## src/rtl/cal_pkg.sv

```systemverilog
// Shared calendar constants: field widths, legal year range, month-length
// table and the Gregorian leap-year rule.
package cal_pkg;

  localparam int YEAR_W  = 16;
  localparam int MONTH_W = 8;
  localparam int DAY_W   = 8;

  localparam logic [YEAR_W-1:0]  MIN_YEAR        = 16'd1;
  localparam logic [YEAR_W-1:0]  MAX_YEAR        = 16'd9999;
  localparam logic [MONTH_W-1:0] MONTHS_PER_YEAR = 8'd12;

  // Index 0 is January; February holds its common-year length.
  localparam logic [DAY_W-1:0] MONTH_LEN [12] = '{
    8'd31, 8'd28, 8'd31, 8'd30, 8'd31, 8'd30,
    8'd31, 8'd31, 8'd30, 8'd31, 8'd30, 8'd31
  };
  localparam logic [DAY_W-1:0] FEB_LEAP_LEN = 8'd29;

  // Gregorian rule, evaluated entirely in 16-bit unsigned arithmetic.
  function automatic logic is_leap(input logic [YEAR_W-1:0] y);
    return ((y % 16'd4) == 16'd0) &&
           (((y % 16'd100) != 16'd0) || ((y % 16'd400) == 16'd0));
  endfunction

endpackage

```

## src/rtl/cal_month_len.sv

```systemverilog
// Combinational month-length lookup. An out-of-range month reports zero
// days, so any day compared against it is automatically rejected.
module cal_month_len
  import cal_pkg::*;
(
  input  logic [YEAR_W-1:0]  i_year,
  input  logic [MONTH_W-1:0] i_month,
  output logic               o_leap,
  output logic [DAY_W-1:0]   o_days
);

  logic [3:0] w_idx;

  assign o_leap = is_leap(i_year);

  // Table lookup with the February leap-day correction.
  always_comb begin
    // NOTE: every output of a combinational block gets a default first,
    // otherwise an untaken branch infers a latch.
    o_days = '0;
    w_idx  = i_month[3:0] - 4'd1;
    if ((i_month >= 8'd1) && (i_month <= MONTHS_PER_YEAR)) begin
      if ((i_month == 8'd2) && o_leap) begin
        o_days = FEB_LEAP_LEN;
      end else begin
        o_days = MONTH_LEN[w_idx];
      end
    end
  end

endmodule

```

## src/rtl/cal_date_counter.sv

```systemverilog
// Calendar date register: advances one day per day_tick, accepts validated
// date loads (load beats a simultaneous tick), and wraps 9999-12-31 to
// 0001-01-01. The reset parameters are expected to form a legal date.
module cal_date_counter
  import cal_pkg::*;
#(
  parameter logic [YEAR_W-1:0]  RESET_YEAR  = 16'd2000,
  parameter logic [MONTH_W-1:0] RESET_MONTH = 8'd1,
  parameter logic [DAY_W-1:0]   RESET_DAY   = 8'd1
) (
  input  logic               clk,
  input  logic               rst_n,
  input  logic               day_tick,
  input  logic               load,
  input  logic [YEAR_W-1:0]  set_year,
  input  logic [MONTH_W-1:0] set_month,
  input  logic [DAY_W-1:0]   set_day,
  output logic [YEAR_W-1:0]  year,
  output logic [MONTH_W-1:0] month,
  output logic [DAY_W-1:0]   day,
  output logic               leap,
  output logic               date_upd,
  output logic               load_err
);

  logic [YEAR_W-1:0]  r_year;
  logic [MONTH_W-1:0] r_month;
  logic [DAY_W-1:0]   r_day;
  logic               r_leap;
  logic               r_date_upd;
  logic               r_load_err;

  logic               w_cur_leap;
  logic [DAY_W-1:0]   w_cur_days;
  logic               w_set_leap;
  logic [DAY_W-1:0]   w_set_days;
  logic               w_set_valid;
  logic [YEAR_W-1:0]  w_year_inc;

  logic [YEAR_W-1:0]  w_year_nxt;
  logic [MONTH_W-1:0] w_month_nxt;
  logic [DAY_W-1:0]   w_day_nxt;
  logic               w_leap_nxt;
  logic               w_upd_nxt;
  logic               w_err_nxt;

  // Length of the month currently held.
  cal_month_len u_cur_len (
    .i_year  (r_year),
    .i_month (r_month),
    .o_leap  (w_cur_leap),
    .o_days  (w_cur_days)
  );

  // Length of the month being loaded, for validating set_day.
  cal_month_len u_set_len (
    .i_year  (set_year),
    .i_month (set_month),
    .o_leap  (w_set_leap),
    .o_days  (w_set_days)
  );

  // A zero w_set_days (bad month) makes the day check fail on its own.
  assign w_set_valid = (set_year >= MIN_YEAR) && (set_year <= MAX_YEAR) &&
                       (set_day != 8'd0) && (set_day <= w_set_days);

  assign w_year_inc = (r_year >= MAX_YEAR) ? MIN_YEAR : (r_year + 16'd1);

  // Next-date selection: load has priority, then tick, else hold.
  always_comb begin
    w_year_nxt  = r_year;
    w_month_nxt = r_month;
    w_day_nxt   = r_day;
    w_leap_nxt  = w_cur_leap;
    w_upd_nxt   = 1'b0;
    w_err_nxt   = 1'b0;
    if (load) begin
      if (w_set_valid) begin
        w_year_nxt  = set_year;
        w_month_nxt = set_month;
        w_day_nxt   = set_day;
        w_leap_nxt  = w_set_leap;
        w_upd_nxt   = 1'b1;
      end else begin
        w_err_nxt = 1'b1;
      end
    end else if (day_tick) begin
      w_upd_nxt = 1'b1;
      if (r_day < w_cur_days) begin
        w_day_nxt = r_day + 8'd1;
      end else if (r_month < MONTHS_PER_YEAR) begin
        w_day_nxt   = 8'd1;
        w_month_nxt = r_month + 8'd1;
      end else begin
        w_day_nxt   = 8'd1;
        w_month_nxt = 8'd1;
        w_year_nxt  = w_year_inc;
        w_leap_nxt  = is_leap(w_year_inc);
      end
    end
  end

  // Date and strobe registers.
  always_ff @(posedge clk or negedge rst_n) begin
    if (!rst_n) begin
      r_year     <= RESET_YEAR;
      r_month    <= RESET_MONTH;
      r_day      <= RESET_DAY;
      r_leap     <= is_leap(RESET_YEAR);
      r_date_upd <= 1'b0;
      r_load_err <= 1'b0;
    end else begin
      // NOTE: sequential state uses non-blocking assignments so every
      // register samples pre-edge values, independent of statement order.
      r_year     <= w_year_nxt;
      r_month    <= w_month_nxt;
      r_day      <= w_day_nxt;
      r_leap     <= w_leap_nxt;
      r_date_upd <= w_upd_nxt;
      r_load_err <= w_err_nxt;
    end
  end

  assign year     = r_year;
  assign month    = r_month;
  assign day      = r_day;
  assign leap     = r_leap;
  assign date_upd = r_date_upd;
  assign load_err = r_load_err;

endmodule

```

## config.mk

```make
export PLATFORM = sky130hd
export DESIGN_NAME = cal_date_counter
export DESIGN_NICKNAME = d
export VERILOG_FILES = /design/src/rtl/cal_pkg.sv /design/src/rtl/cal_month_len.sv /design/src/rtl/cal_date_counter.sv
export SDC_FILE = /design/constraint.sdc
export NUM_CORES = 1
export LEC_CHECK = 0
export BUFFER_PORTS_ARGS = -buffer_cell sky130_fd_sc_hd__buf_2
export CORE_MARGIN = 2
export CORE_UTILIZATION = 60
export CTS_CLUSTER_DIAMETER = 100
export DETAILED_ROUTE_END_ITERATION = 16
export PLACE_DENSITY = 0.8
export SYNTH_ARGS = -nofsm -noshare
export SYNTH_HDL_FRONTEND = slang
export SYNTH_HIERARCHICAL = 1
export SYNTH_SLANG_ARGS = --single-unit
```

## constraint.sdc

```tcl
create_clock -name clk -period 13.2 [get_ports clk]
set_input_delay 2.64 -clock clk [delete_from_list [all_inputs] [get_ports clk]]
set_output_delay 2.64 -clock clk [all_outputs]
set_load 0.01 [all_outputs]
```

==> impl_metrics.ini, run 1 <==
[synth]
synth_area_leaders = dfrtp_1 7.2%, a21oi_1 5.0%, nor2_1 4.9%
synth-seq-cells = 35
yosysMostFrequentCell = nor2_1
netlist.area_leader.share = 0.0721
ys.flop_type = dfrtp_1
synth_cell_types = 123
synth-edff-count = 0
synth_seq_area_share = 0.0983
yosysTopAreaCell = dfrtp_1
syn-instance-count = 1262
synthesis.area_um2 = 9020
yosysWarnings = 6
synthArstFlopShare = 1.00
syn_area_per_cell_um2 = 7.15
synth_common_cells = 119 x nor2_1, 97 x nand2_1, 91 x a21oi_1, 64 x o21ai_0, 46 x nand3_1

[clock_network]
cts.repair.resized = 0
clock_path_buffers = 2
clock_latency_ps = 280
cts_max_level = 2
cts_sinks = 35
postCtsHoldBufs = 0
numCtsBuffers = 5
tritoncts = yes
clkTransAtPathRegs_ps = 60
root_buffer = clkbuf_16
cts_setup_buffers = 0

[die]
rows = 44
initial_core_util = 0.619
dieArea_um2 = 16000
die_h_um = 127
io_pins = 71
die_x_um = 127
core-area_um2 = 14600

[critical_path]
crit_required_ps = 13400
worst_path_max_delay_cell = a31oi_2
critPathMaxFanout = 27
critical_path.top_delay_family = compound AO/OA/AOI/OAI gates
worstSetupEndpointType = flop
cpPeakStageDelay_ps = 780
crit_path_start_kind = input port
cp_num_buf_inv = 4
path_class = in2reg
reg2reg_from = year[13]$_DFFE_PN0P_
startpoint = set_year[13]
cp.arrival_ps = 12280

[sta]
fin_setup_tns_ps = 0
hold_viol_final = 0
finClkSkew_ps = 5.81
fmax_ghz = 0.0828
post-route-period-util = 0.915
setup_violations = 0
drv_slew = 0
period_needed_ps = 12080
maxSlewHeadroom = 0.242
worst_slew_pin_slew_ps = 1120
rsz0062_at_grt = no
fin_ws_ps = 1120

[status]
status = completed

[placement]
dpl.hpwl_um = 19500
place.gp.congestion = 0.966
pre_cts_slack_ps = 1080
portBuffers = 70

[global_route]
met3_usage = 0.0164
track_usage = 0.314
grt_use_met2 = 0.546
grt_pass1_wl_um = 43900
overflow = 0
antenna_found_initial = 0
grt_start_max_net_pins = 36
grt_pass1_vias = 9150
use_met1 = 0.433
top_usage_layer = met2

[hold_path]
hp-class = reg2reg
hp-start = month[6]$_DFFE_PN0P_

[detailed_routing]
wl_per_cell_um = 17.9
firstDrtPassIters = 5
vias = 10127
drt_iter0_markers = 771
drc = 0
wl_um = 25900
vias_per_cell = 7.00
ant_nets = 0

[finish]
synthToLayoutAreaGrowth_pct = 4.20
drive_gt1_frac = 0.147
fin_nets = 1318
antenna_cells = 0

[job]
maxCapViolCount = 0
logic make-up after synthesis:
logic type	synth area share
other cells	0.000832
mux	0.0401
flops	0.0983
buf+inv	0.0635
compound gates	0.427
simple gates	0.292
xor+xnor	0.0448
fa+ha+maj	0.0333
registers in the layout, summed over array words and instances, names as in the netlist:
name      count
date_upd      1
day           8
leap          1
load_err      1
month         8
year         16
final cells by class:
type	instances	area [um^2]
fillers	1345	5180
flip-flops and latches	35	887
clock inverters	1	5.00
inverters	44	165
multi-input cells	1102	7590
clock buffers	7	143
well taps	184	230
repair buffers	74	380
through the flow:
| step | util | area, um^2 | instances | hold WS, ps |
|---|---|---|---|---|
| after floorplan | - | 9040 | 1266 | 540 |
| after global placement | 0.634 | 9260 | 1439 | 522 |
| after detailed placement | 0.634 | 9260 | 1439 | 514 |
| after CTS | 0.645 | 9400 | 1447 | 526 |
| after global routing | 0.645 | 9400 | 1447 | 587 |
| final | 0.645 | 9400 | 1447 | 525 |
per-layer routing:
layer  vias to the layer above  routed length, um
met5                         -                  0
met2                       410              12600
li1                       4885                  -
met1                      4803              11400
met4                         0                364
met3                        29               1600
placed cells by master, fill, tap and decap left out, types with 15 or more instances in the layout:
master	synthesis	routed
a211oi_1	23	23
a21o_1	23	23
a21oi_1	91	91
a221o_1	15	15
a31oi_1	26	25
and2_1	21	21
and3_1	18	18
buf_2	30	70
dfrtp_1	26	26
ha_1	20	20
inv_1	40	40
mux2i_1	21	21
nand2_1	97	97
nand2b_1	22	22
nand3_1	46	46
nor2_1	119	119
nor3_1	43	43
nor4_1	20	20
o21ai_0	64	64
o21ai_1	20	20
o31ai_1	15	15
xnor2_1	31	31
path summary, 6_finish.rpt:
path | endpoint | slack [ps] | depth (start not counted)
worst max-delay path | year[1]$_DFFE_PN0P_ | 1120 | 38
worst min-delay path | month[6]$_DFFE_PN0P_ | 530 | 2
worst max register to register | year[1]$_DFFE_PN0P_ | 3100 | 37
worst min register to register | month[6]$_DFFE_PN0P_ | 530 | 2
max in group asynchronous | year[0]$_DFFE_PN0P_ | 10270 | 1
min in group asynchronous | day[3]$_DFFE_PN0P_ | 2440 | 1
worst register-to-register path, delay by kind of cell, from the launching register on:
family	cells	cell delay, ps
simple gates	12	1910
buf+inv	2	530
flops	1	1000
compound gates	23	6600
Power of run 1 is not shown: default switching activity piles up to over one toggle a cycle in this logic, so the estimate is an artifact.
==> run 2, diff against run 1 <==
--- a/config.mk
+++ b/config.mk
@@ -6,6 +6,8 @@
 export NUM_CORES = 1
 export LEC_CHECK = 0
 export BUFFER_PORTS_ARGS = -buffer_cell sky130_fd_sc_hd__buf_2
+export CAP_MARGIN = 20
+export CORE_ASPECT_RATIO = 0.8
 export CORE_MARGIN = 2
 export CORE_UTILIZATION = 60
 export CTS_CLUSTER_DIAMETER = 100
==> impl_metrics.ini, run 2 (synthesis results as in run 1) <==
[sta]
hold_viol_final = 0
maxSlewHeadroom = 0.292
fin_ws_ps = 1620
drv_slew = 0
finClkSkew_ps = 3.54
setup_violations = 0
rsz0062_at_grt = no
period_needed_ps = 11580
fin_setup_tns_ps = 0
worst_slew_pin_slew_ps = 1060
fmax_ghz = 0.0864
post-route-period-util = 0.877

[global_route]
grt_pass1_wl_um = 43000
antenna_found_initial = 1
track_usage = 0.313
grt_pass1_vias = 8868
grt_start_max_net_pins = 36
overflow = 0

[hold_path]
hp-start = month[6]$_DFFE_PN0P_
whs_path_depth = 2
hp-class = reg2reg
min_to = month[6]$_DFFE_PN0P_

[detailed_routing]
vias_per_cell = 7.00
drc = 0
vias = 10177
ant_nets = 0
wl_per_cell_um = 17.8
firstDrtPassIters = 6
drt_iter0_markers = 1079
wl_um = 25900

[critical_path]
cp.arrival_ps = 11730
path_class = in2reg
critPathMaxFanout = 28
worst_path_max_delay_cell = a2111oi_4
cpPeakStageDelay_ps = 510
reg2reg_to = year[11]$_DFFE_PN0P_
worstRegToRegCells = 36
worstSetupEndpointType = flop
reg2reg_slack_ps = 3400
reg2reg_from = year[13]$_DFFE_PN0P_
crit_required_ps = 13360
crit_path_frequent_cell = o21ai_0
crit_path_start_kind = input port

[die]
io_pins = 71
rows = 40
die_x_um = 141
core-area_um2 = 14900
die_h_um = 114
initial_core_util = 0.607
dieArea_um2 = 16000

[clock_network]
cts.repair.resized = 0
clock_path_buffers = 2
clock_latency_ps = 280
postCtsHoldBufs = 0
numCtsBuffers = 5
cts_sinks = 35
cts_max_level = 2
clkTransAtPathRegs_ps = 60
cts_setup_buffers = 0
tritoncts = yes
root_buffer = clkbuf_16

[placement]
place.gp.congestion = 0.951
pre_cts_slack_ps = 1500
dpl.hpwl_um = 19400
portBuffers = 70

[finish]
multiInputGateArea_um2 = 7590
layout_common_cells = 119 x nor2_1, 97 x nand2_1, 91 x a21oi_1
drive_gt1_frac = 0.149
nFillCells = 1313
synthToLayoutAreaGrowth_pct = 4.62
mostFrequentLayoutCell = nor2_1
regArea_um2 = 887
largest_reg_flops = 16
fin_nets = 1319

[status]
status = completed

[job]
maxCapViolCount = 0
run 2: cell type report:
cell class,instances,share of cell area
Clock buffer,5,0.0133
Tap cell,189,0.0250
Clock inverter,3,0.00464
Multi-Input combinational cell,1102,0.804
Timing Repair Buffer,75,0.0411
Antenna cell,1,0.000265
Sequential cell,35,0.0940
Inverter,44,0.0175
run 2: worst max-delay path by stage:
stage	startpoint	endpoint	cells after the start
3_5_place_dp	set_year[13]	year[11]$_DFFE_PN0P_	36
6_report	set_year[13]	year[11]$_DFFE_PN0P_	36
5_1_grt	set_year[13]	year[11]$_DFFE_PN0P_	36
3_3_place_gp	set_year[13]	year[11]$_DFFE_PN0P_	36
4_1_cts	set_year[13]	year[11]$_DFFE_PN0P_	36
2_1_floorplan	set_year[11]	year[13]$_DFFE_PN0P_	39
run 2: routing by layer:
metal	vias up	GRT usage	wire, um
met1	4752	0.456	11700
met2	488	0.505	11700
li1	4892	-	-
met5	-	0	0
met3	45	0.0306	2060
met4	0	0.0660	443
run 2: worst max-delay path: cells and delay by family:
family,cells,cell delay (ps)
adder cells (fa/ha/maj),1,160
XOR/XNOR,1,430
buffers and inverters,2,680
AND/OR/NAND/NOR,11,2490
multiplexers,1,380
AO/OA/AOI/OAI,20,4910
run 2: through the flow:
| stage | hold WS (ps) | util | instances | area (um^2) |
|---|---|---|---|---|
| finish | 569 | 0.635 | 1454 | 9440 |
| global route | 591 | 0.635 | 1453 | 9440 |
| CTS | 566 | 0.635 | 1452 | 9430 |
| detailed placement | 557 | 0.623 | 1444 | 9260 |
| global placement | 549 | 0.623 | 1444 | 9260 |
| floorplan | 540 | - | 1266 | 9040 |
Power of run 2 is left out for the same reason.
==> run 3, diff against run 2 <==
--- a/config.mk
+++ b/config.mk
@@ -5,6 +5,7 @@
 export SDC_FILE = /design/constraint.sdc
 export NUM_CORES = 1
 export LEC_CHECK = 0
+export ABC_AREA = 1
 export BUFFER_PORTS_ARGS = -buffer_cell sky130_fd_sc_hd__buf_2
 export CAP_MARGIN = 20
 export CORE_ASPECT_RATIO = 0.8
==> impl_metrics.ini, run 3 <==
[status]
status = completed

[synth]
yosysWarnings = 6
synth_cell_types = 48
yosysMostFrequentCell = nand2_1
syn_area_per_cell_um2 = 5.84
synth_seq_area_share = 0.116
synth-edff-count = 0
synth-seq-cells = 35
synthArstFlopShare = 1.00
netlist.area_leader.share = 0.171
synth_area_leaders = nand2_1 17%, inv_1 8.8%, dfrtp_1 8.5%
synthesis.area_um2 = 7670
ys.flop_type = dfrtp_1
yosysTopAreaCell = nand2_1
synth_common_cells = 349 x nand2_1, 180 x inv_1, 120 x nand3_1, 99 x nand2_2, 99 x nor2_1
syn-instance-count = 1313

[global_route]
grt_start_max_net_pins = 36
track_usage = 0.273
antenna_found_initial = 0
overflow = 0
grt_pass1_vias = 7271
grt_pass1_wl_um = 31800

[clock_network]
numCtsBuffers = 5
cts_setup_buffers = 0
tritoncts = yes
clock_latency_ps = 270
cts_sinks = 35
postCtsHoldBufs = 0
root_buffer = clkbuf_16
cts.repair.resized = 0
clkTransAtPathRegs_ps = 50
cts_max_level = 2
clock_path_buffers = 2

[sta]
rsz0062_at_grt = no
period_needed_ps = 10610
worst_slew_pin_slew_ps = 987
setup_violations = 0
fin_setup_tns_ps = 0
drv_slew = 0
fmax_ghz = 0.0943
hold_viol_final = 0
post-route-period-util = 0.804
finClkSkew_ps = 2.71
maxSlewHeadroom = 0.341

[hold_path]
hp-class = reg2reg
hp-start = month[4]$_DFFE_PN0P_

[placement]
portBuffers = 70
dpl.hpwl_um = 15100
place.gp.congestion = 0.945

[die]
io_pins = 71
die_x_um = 130
rows = 36
initial_core_util = 0.621
dieArea_um2 = 13700
core-area_um2 = 12300
die_h_um = 105

[finish]
fin_util = 0.671
largest_reg_flops = 16
multiInputGateArea_um2 = 5850
regArea_um2 = 887
nFillCells = 1203
fin_nets = 1432
drive_gt1_frac = 0.249
synthToLayoutAreaGrowth_pct = 8.10
layout_common_cells = 349 x nand2_1, 180 x inv_1, 120 x nand3_1
mostFrequentLayoutCell = nand2_1
antenna_cells = 0

[detailed_routing]
ant_nets = 0
wl_per_cell_um = 12.0
vias_per_cell = 5.38
drt_iter0_markers = 618
vias = 8331
drc = 0
firstDrtPassIters = 5
wl_um = 18600

[critical_path]
path_class = in2reg
cpPeakStageDelay_ps = 830
worst_path_max_delay_cell = nor2_2
critPathMaxFanout = 30
cp.arrival_ps = 10800
startpoint = set_year[12]
worstSetupEndpointType = flop
crit_path_frequent_cell = nand2_1
crit_required_ps = 13400
crit_path_start_kind = input port
reg2reg_from = year[11]$_DFFE_PN0P_

[job]
maxCapViolCount = 0
run 3: cell types whose count changed after synthesis, sizes merged, moves of 21 or more:
cell    change
a211oi     -26
a21o       -21
a21oi      -55
and2       -23
buf        -33
clkbuf     -33
inv       +176
mux2i      -23
nand2     +378
nand2b     -24
nand3     +110
nand4      +35
nor3       -41
xnor2      -30
run 3: path summary, 6_finish.rpt:
kind                                   endpoint  slack [ps]  cells past startpoint
min in group asynchronous    day[4]$_DFFE_PN0P_        2440                      1
max in group asynchronous   year[3]$_DFFE_PN0P_       10270                      1
max                         year[0]$_DFFE_PN0P_        2590                     62
max reg2reg                 year[0]$_DFFE_PN0P_        4990                     57
min                        month[4]$_DFFE_PN0P_         520                      2
min reg2reg                month[4]$_DFFE_PN0P_         520                      2
run 3: final cells by class:
class | count | share of cell area
Timing Repair Buffer | 71 | 0.0432
Clock buffer | 6 | 0.0156
Sequential cell | 35 | 0.107
Multi-Input combinational cell | 1041 | 0.706
Tap cell | 171 | 0.0258
Clock inverter | 2 | 0.00151
Inverter | 222 | 0.101
run 3: layer usage:
metal	wire, um	part of all wire	global-route usage	up-vias
met1	9180	0.49	0.399	3690
met2	8200	0.44	0.433	239
li1	-	-	-	4376
met4	237	0.013	0.0578	0
met3	949	0.051	0.0302	26
met5	0	0	0	-
run 3: worst max-delay path, delay by kind of cell:
family	cells	cell delay, ps
simple gates	41	5170
compound gates	12	1650
buf+inv	8	1110
fa+ha+maj	1	160
run 3: logic make-up (layout without fill, tap and decap cells):
| group | count (synthesis) | count (layout) | share of synthesized area |
|---|---|---|---|
| adders and majority gates | 20 | 20 | 0.0326 |
| DFF | 35 | 35 | 0.116 |
| and+or+nand+nor | 835 | 835 | 0.577 |
| xor gates and xnor gates | 24 | 24 | 0.0274 |
| AOI/OAI and AO/OA | 156 | 156 | 0.123 |
| other | 2 | 6 | 0.000980 |
| buffers and inverters | 241 | 301 | 0.123 |
run 3: stage by stage:
stage	worst slack (ps)	cells	area (um^2)	hold slack (ps)
floorplan	4140	1317	7680	538
global placement	2860	1540	8150	520
detailed placement	2550	1540	8150	511
CTS	2740	1548	8290	524
global route	1530	1548	8290	579
finish	2590	1548	8290	524
Power of run 3 is left out for the same reason.
